[config.mk]
export PLATFORM = sky130hd
export DESIGN_NAME = sync_fifo_flags
export DESIGN_NICKNAME = d
export VERILOG_FILES = /design/src/rtl/sync_fifo_flags_pkg.sv /design/src/rtl/sync_fifo_flags.sv
export SDC_FILE = /design/constraint.sdc
export NUM_CORES = 1
export LEC_CHECK = 0
export ABC_AREA = 1
export CAP_MARGIN = 5
export CORE_UTILIZATION = 55
export CTS_BUF_LIST = sky130_fd_sc_hd__clkbuf_16
export DETAILED_ROUTE_END_ITERATION = 8
export GPL_TIMING_DRIVEN = 1
export PLACE_DENSITY = 0.77
export RECOVER_POWER = 25
export SLEW_MARGIN = 20
export SYNTH_ARGS = -nofsm -noshare
export SYNTH_HDL_FRONTEND = slang
export SYNTH_SLANG_ARGS = --single-unit
[constraint.sdc]
create_clock -name clk -period 6.25 [get_ports clk]
set_input_delay 1.5625 -clock clk [delete_from_list [all_inputs] [get_ports clk]]
set_output_delay 1.5625 -clock clk [all_outputs]
set_load 0.01 [all_outputs]
[src/rtl/sync_fifo_flags_pkg.sv]
// Shared helpers for the flagged synchronous FIFO: pointer sizing for
// arbitrary (non-power-of-two) depths.
package sync_fifo_flags_pkg;

    // Pointer width able to index fifo_depth entries; never below one bit.
    function automatic int unsigned ptr_bits(input int unsigned depth);
        return (depth <= 2) ? 1 : $clog2(depth);
    endfunction

endpackage

[src/rtl/sync_fifo_flags.sv]
// Single-clock FIFO with arbitrary depth, standard or FWFT read, occupancy
// count, programmable almost flags and sticky overflow/underflow flags.
module sync_fifo_flags
    import sync_fifo_flags_pkg::*;
#(
    parameter int data_width          = 8,
    parameter int fifo_depth          = 32,
    parameter int addr_width          = ptr_bits(fifo_depth),
    parameter int fwft                = 0,
    parameter int almost_full_thresh  = fifo_depth - 2,
    parameter int almost_empty_thresh = 2
) (
    input  logic                  clk,
    input  logic                  rst,
    input  logic                  wr_en,
    input  logic [data_width-1:0] din,
    output logic                  full,
    output logic                  almost_full,
    input  logic                  rd_en,
    output logic [data_width-1:0] dout,
    output logic                  empty,
    output logic                  almost_empty,
    output logic [addr_width:0]   count,
    output logic                  overflow,
    output logic                  underflow
);

    localparam logic [addr_width-1:0] last_ptr_c = addr_width'(fifo_depth - 1);
    localparam logic [addr_width:0]   depth_c    = (addr_width + 1)'(fifo_depth);
    localparam logic [addr_width:0]   af_c       = (addr_width + 1)'(almost_full_thresh);
    localparam logic [addr_width:0]   ae_c       = (addr_width + 1)'(almost_empty_thresh);

    logic [data_width-1:0] mem_q [fifo_depth];
    logic [addr_width-1:0] wr_ptr_q, wr_ptr_d;
    logic [addr_width-1:0] rd_ptr_q, rd_ptr_d;
    logic [addr_width:0]   count_q, count_d;
    logic                  overflow_q, overflow_d;
    logic                  underflow_q, underflow_d;
    logic                  wr_acc, rd_acc;

    // Explicit wrap so depths that are not a power of two cycle correctly.
    function automatic logic [addr_width-1:0] ptr_inc(input logic [addr_width-1:0] p);
        return (p == last_ptr_c) ? '0 : p + 1'b1;
    endfunction

    // Flags come only from registered count: no path from wr_en/rd_en.
    assign full         = (count_q == depth_c);
    assign empty        = (count_q == '0);
    assign almost_full  = (count_q >= af_c);
    assign almost_empty = (count_q <= ae_c);
    assign count        = count_q;
    assign overflow     = overflow_q;
    assign underflow    = underflow_q;

    assign wr_acc = wr_en && !full;
    assign rd_acc = rd_en && !empty;

    // NOTE: every always_comb output gets a default first, so no path leaves it unassigned and no latch is inferred.
    always_comb begin
        wr_ptr_d    = wr_ptr_q;
        rd_ptr_d    = rd_ptr_q;
        count_d     = count_q;
        overflow_d  = overflow_q  | (wr_en && full);
        underflow_d = underflow_q | (rd_en && empty);
        if (wr_acc) wr_ptr_d = ptr_inc(wr_ptr_q);
        if (rd_acc) rd_ptr_d = ptr_inc(rd_ptr_q);
        case ({wr_acc, rd_acc})
            2'b10:   count_d = count_q + 1'b1;
            2'b01:   count_d = count_q - 1'b1;
            default: count_d = count_q;
        endcase
    end

    // NOTE: sequential state uses non-blocking assignments so every register samples pre-edge values.
    always_ff @(posedge clk) begin
        if (rst) begin
            wr_ptr_q    <= '0;
            rd_ptr_q    <= '0;
            count_q     <= '0;
            overflow_q  <= 1'b0;
            underflow_q <= 1'b0;
        end else begin
            wr_ptr_q    <= wr_ptr_d;
            rd_ptr_q    <= rd_ptr_d;
            count_q     <= count_d;
            overflow_q  <= overflow_d;
            underflow_q <= underflow_d;
        end
    end

    // NOTE: the storage array is deliberately not reset, keeping it mappable to distributed RAM.
    always_ff @(posedge clk) begin
        if (wr_acc) mem_q[wr_ptr_q] <= din;
    end

    generate
        if (fwft != 0) begin : g_fwft
            assign dout = mem_q[rd_ptr_q];
        end else begin : g_std
            logic [data_width-1:0] dout_q;
            always_ff @(posedge clk) begin
                if (rst)         dout_q <= '0;
                else if (rd_acc) dout_q <= mem_q[rd_ptr_q];
            end
            assign dout = dout_q;
        end
    endgenerate

endmodule

## After elaboration in Yosys (flattened, before gate mapping)

Memory sizes are Yosys's and may differ from the RTL's. A register that Yosys moved wholly into a read port is not among the register bits.
Cells that the tools add are included.

- Bits in registers: 18
- Bits in writable memories: 256
- Bits in read-only memories: 0
- Latch bits: 0
- Output and inout bits: 20
- Input bits: 12
- Memories kept: 1

Memory list:

| name | words | bits a word | read ports | clocked after memory_dff | wr ports | line | RTL |
|---|---|---|---|---|---|---|---|
| mem_q | 32 | 8 | 1 | 1 | 1 | sync_fifo_flags.sv:33 | `logic [data_width-1:0] mem_q [fifo_depth];` |

- Add/subtract/negate cells: 4
- $lt $le $gt $ge: 2
- Reduce and logical (&&, ||, !) cells: 8
- Bitwise operators: 2
- Mux-type cells: 5
- Eq/ne operators: 5
- $mul: 0
- Shift operators: 0
- Divide/modulo/power cells: 0

Operators with widths:

| kind | count |
|---|---|
| $pmux 6 s2 | 1 |
| $add 5x1->5 const B | 2 |
| $eq 5x5->1 const B | 2 |
| $mux 5 | 2 |
| $add 6x1->6 const B | 1 |
| $eq 6x6->1 const B | 1 |
| $ge 6x5->1 const B | 1 |
| $le 6x2->1 const B | 1 |
| $logic_not 6->1 | 1 |
| $sub 6x1->6 const B | 1 |
| $logic_and 1x1->1 | 4 |
| $eq 2x1->1 const B | 1 |
| $eq 2x2->1 const B | 1 |
| $logic_not 1->1 | 2 |
| $mux 1 | 2 |
| $or 1x1->1 | 2 |
| $reduce_bool 2->1 | 1 |

## Longest topological paths before layout

- Word-level depth: 5
- Gate-level depth with buffers: 19
- Mapped depth without buffers: 18

## Least setup slack after synthesis

OpenSTA, ideal clock, no wires.

- Path kind: input-to-reg
- From: input port rd_en
- To: register count_q[4] (netlist: count[4])
- Path slack: 3126 ps
- Stages on the path: 15
- Required time: 6135 ps
- Data arrival time: 3009 ps
- Path buffers: 1
- Path through: nand2_4 -> inv_2 -> buf_2 -> ha_1 -> nand2_1 -> inv_1 -> nor2_1 -> ha_1 -> o21bai_1 -> nand4_1 -> nand2_1 -> nand2_1 -> nand2_1 -> o21ai_0 -> inv_1

- Longest elaborated chain between the ends: 3
- Elaborated cells between the ends (all ways): 5
- Those cells by class: 2 x eq/ne; 1 x mux; 2 x reduce/logical

Ends and longest elaborated chain:

| item | line | RTL |
|---|---|---|
| start: declaration | sync_fifo_flags.sv:19 | `input logic rd_en,` |
| $logic_and 1x1->1 (*) | sync_fifo_flags.sv:56 | `assign rd_acc = rd_en && !empty;` |
| via rd_acc | sync_fifo_flags.sv:39 | `logic wr_acc, rd_acc;` |
| $eq 2x1->1 or $eq 2x2->1 (tied branches) | sync_fifo_flags.sv:67 | `case ({wr_acc, rd_acc})` |
| $pmux 6 s2 or $reduce_bool 2->1 (tied branches) | -- |  |
| end signal: assignment | sync_fifo_flags.sv:85 | `count_q <= count_d;` |
| end: declaration | sync_fifo_flags.sv:36 | `logic [addr_width:0] count_q, count_d;` |

Mark *: on every way through the listed nets, which the timed path passes. The rest lies on a longest branch.
A chain may end at the register's enable or synchronous reset.

## Final worst setup path

- From: register count_q[2] (netlist: count[2])
- To: output port almost_full

- Longest elaborated chain between the ends: 1

Ends and longest elaborated chain:

| item | line | RTL |
|---|---|---|
| $ge 6x5->1 | sync_fifo_flags.sv:49 | `assign almost_full = (count_q >= af_c);` |
| end: declaration | sync_fifo_flags.sv:18 | `output logic almost_full,` |

Every way passes these cells.

==> run metrics <==
met1 Use GR=0.326; initial antenna violation count=0; setup TNS=0 ps; Setup WS pre-CTS=2370 ps; starting density of the core=0.563; post-route cell area=0.0135 mm^2; achievable clock frequency=281 MHz; sequential area share after synthesis=0.666; PwrDens=374 mW/mm^2; vias=8432; status=finished, violations left; clk sink count=282; CTS HTree Levels=1; First-pass DRT Iterations=9; FF-to-FF path depth=9; period utilization=0.570; GR Layer Usage met3=0.0482; Worst Hold Depth=2; number of fill cells=1757; Post-CTS Resized=0; Setup Skew=10.2 ps; drt wl/cell=18.0 um; register-to-register setup slack=3350 ps; failing checks=DRC, capacitance limit, slew limit; reg2reg end=dout[5]$_SDFFE_PP0P_; Final min period=3560 ps; GR Layer Usage met2=0.410; Max Slew Vio Count=165; crit path max fanout=4; CTS tree=built; crit start category=register; DRC Markers=2; Post-Syn Area=0.0123 mm^2; All-Layer GR Usage=0.250; worst hold path class=register to register; worst flop-to-flop path startpoint=rd_ptr_q[0]$_SDFFE_PP0P_; CP required=4690 ps; Worst-path clk slew=60 ps; gpl congestion=0.879; CTS buffer count=27; Hold EP=underflow$_SDFF_PP0_; synth-to-layout area growth=9.57%; first-pass GRT wire length=42.5 mm; placed inst area=0.0127 mm^2; crit path DAT=2000 ps; total leakage power=5.48 nW; Nets=1254; post-layout worst setup margin=2690 ps; maximum vdd ir drop=0.342 mV; layout cells sized above 1=0.0497; Tightest Pin Transition=2000 ps; Die Span X=152 um; largest net degree at the start of global routing=81; Max-Slew Margin vs Limit=-0.336; DR iter-0 viols=1065; Antenna Nets Post-Route=0; post-synth top area cell=edfxtp_1; max-cap check violation count=5; share of the synthesized area in the top cell type=0.624; final WL=27.5 mm; Antenna Cells=0; GRT busiest layer=met2; die area=0.0230 mm^2; CP endpoint kind=primary output; worst skew pair latency=520 ps; die span in y=152 um; WS Path Type=register to primary output; FF+latch count, synth=282; Post-CTS Setup Inserts=0; final hold violation count=0; Setup Viol. Count Final=0; routed via count divided by cell count=5.52; Post-DP HPWL=16.4 mm; vias in the first global route=8114; cts hold-fix bufs=0; root buffer cell=clkbuf_16; global route overflow=0; count of input and output buffers=31; tightest hold margin=476 ps; register area=0.00821 mm^2; Mapped Cells=1224; synth warn=0; syn_nets=1246; Core ar.=0.0219 mm^2; boundary pin count=32; RSZ-0062 raised after global routing=false; CTS Buffer Depth=3; count of different cell masters after synthesis=33; min-delay src=underflow$_SDFF_PP0_; footprint of the multi-input gates=0.00318 mm^2; synth top area cells=edfxtp_1, nand2_1, nand3_1; num rows=54; syn_area_per_cell=10.1 um^2
## Yosys cell counts
cell      count
dfxtp_1      26
o21ai_0      22
o211ai_1      4
inv_2         6
edfxtp_1    256
inv_1       154
ha_1         10
nor3b_2       1
clkbuf_1     11
nor3_1        3
o21ai_4       1
nand2_2       2
nand2_4       1
xnor2_1       2
o21bai_1      1
buf_2        30
o22ai_1       1
inv_4         1
o41ai_1       1
buf_1         9
nand3_1     187
a21oi_1      21
nand4_1       2
nor2_1       55
nor2_2        2
o21a_1        1
a211oi_1      1
xor2_1        2
nand3_2       1
buf_6         7
clkinv_1      3
buf_4         2
nand2_1     398
## state kept, by name, indices dropped and copies added, names as in the netlist
signal	count
dout	8
rd_ptr_q	5
wr_ptr_q	5
count	6
overflow	1
underflow	1
mem_q	256
## critical path, cell delays in order (launching register included)
cell             delay (ps)
dfxtp_1                 430
inv_2                    90
o41ai_1                 360
clkdlybuf4s50_1         600
## per-layer routing
metal  vias up  share of wire
met3        91          0.092
li1       4029              -
met5         -              0
met2       405           0.48
met4         0          0.039
met1      3907           0.39
## metrics by stage
step / total power, W / instances / utilization
floorplan: 0.00315 / 1224 / -
global placement: 0.00353 / 1483 / 0.580
detailed placement: 0.00355 / 1483 / 0.580
CTS: 0.00505 / 1528 / 0.617
global route: 0.00529 / 1528 / 0.617
finish: 0.00506 / 1528 / 0.617
## kinds of logic after synthesis
logic type	count (synthesis)	synth area share
AND/OR/NAND/NOR	652	0.221
flip-flops	282	0.666
buffers and inverters	223	0.0760
AO/OA/AOI/OAI	53	0.0243
adder cells (fa/ha/maj)	10	0.0102
XOR/XNOR	4	0.00284
## area by class of cell
class	count	area share
flip-flops and latches	282	0.608
multi-input cells	719	0.236
clock buffers	27	0.0500
repair buffers	38	0.0242
clock inverters	18	0.0105
inverters	164	0.0458
well taps	280	0.0259
## cells in the final DEF, fill, tap and decap left out, types with 2 or more instances in the layout
cell and instances:
dlygate4sd3_1 2, inv_1 157, clkbuf_1 5, o211ai_1 4, o21ai_0 22, clkinv_2 4
nand2_2 2, nand4_1 2, clkinv_1 8, bufinv_16 2, dfxtp_1 24, inv_2 6
a21oi_1 21, nand3_1 187, clkdlybuf4s50_1 23, nor2_2 2, nand2_1 398, xor2_1 2
clkbuf_16 27, ha_1 10, buf_4 7, edfxtp_1 256, xnor2_1 2, nor3_1 3
nor2_1 55, clkinvlp_4 3
## power breakdown
| part | total [W] | switching [W] | internal [W] |
|---|---|---|---|
| Combinational | 0.00130 | 0.000878 | 0.000426 |
| Clock | 0.00152 | 0.000655 | 0.000862 |
| Sequential | 0.00224 | 0.000106 | 0.00213 |
| Total | 0.00506 | 0.00164 | 0.00342 |
## worst max path at each step
stage | depth (start not counted) | end | start
2_1_floorplan | 15 | count[4]$_SDFFE_PP0P_ | rd_en
3_3_place_gp | 15 | count[4]$_SDFFE_PP0P_ | rd_en
3_5_place_dp | 5 | mem_q[19][4]$_DFFE_PP_ | wr_en
4_1_cts | 3 | almost_full | count[2]$_SDFFE_PP0P_
5_1_grt | 6 | empty | count[3]$_SDFFE_PP0P_
6_report | 3 | almost_full | count[2]$_SDFFE_PP0P_
Note: power is estimated with default switching activity, not from simulation.
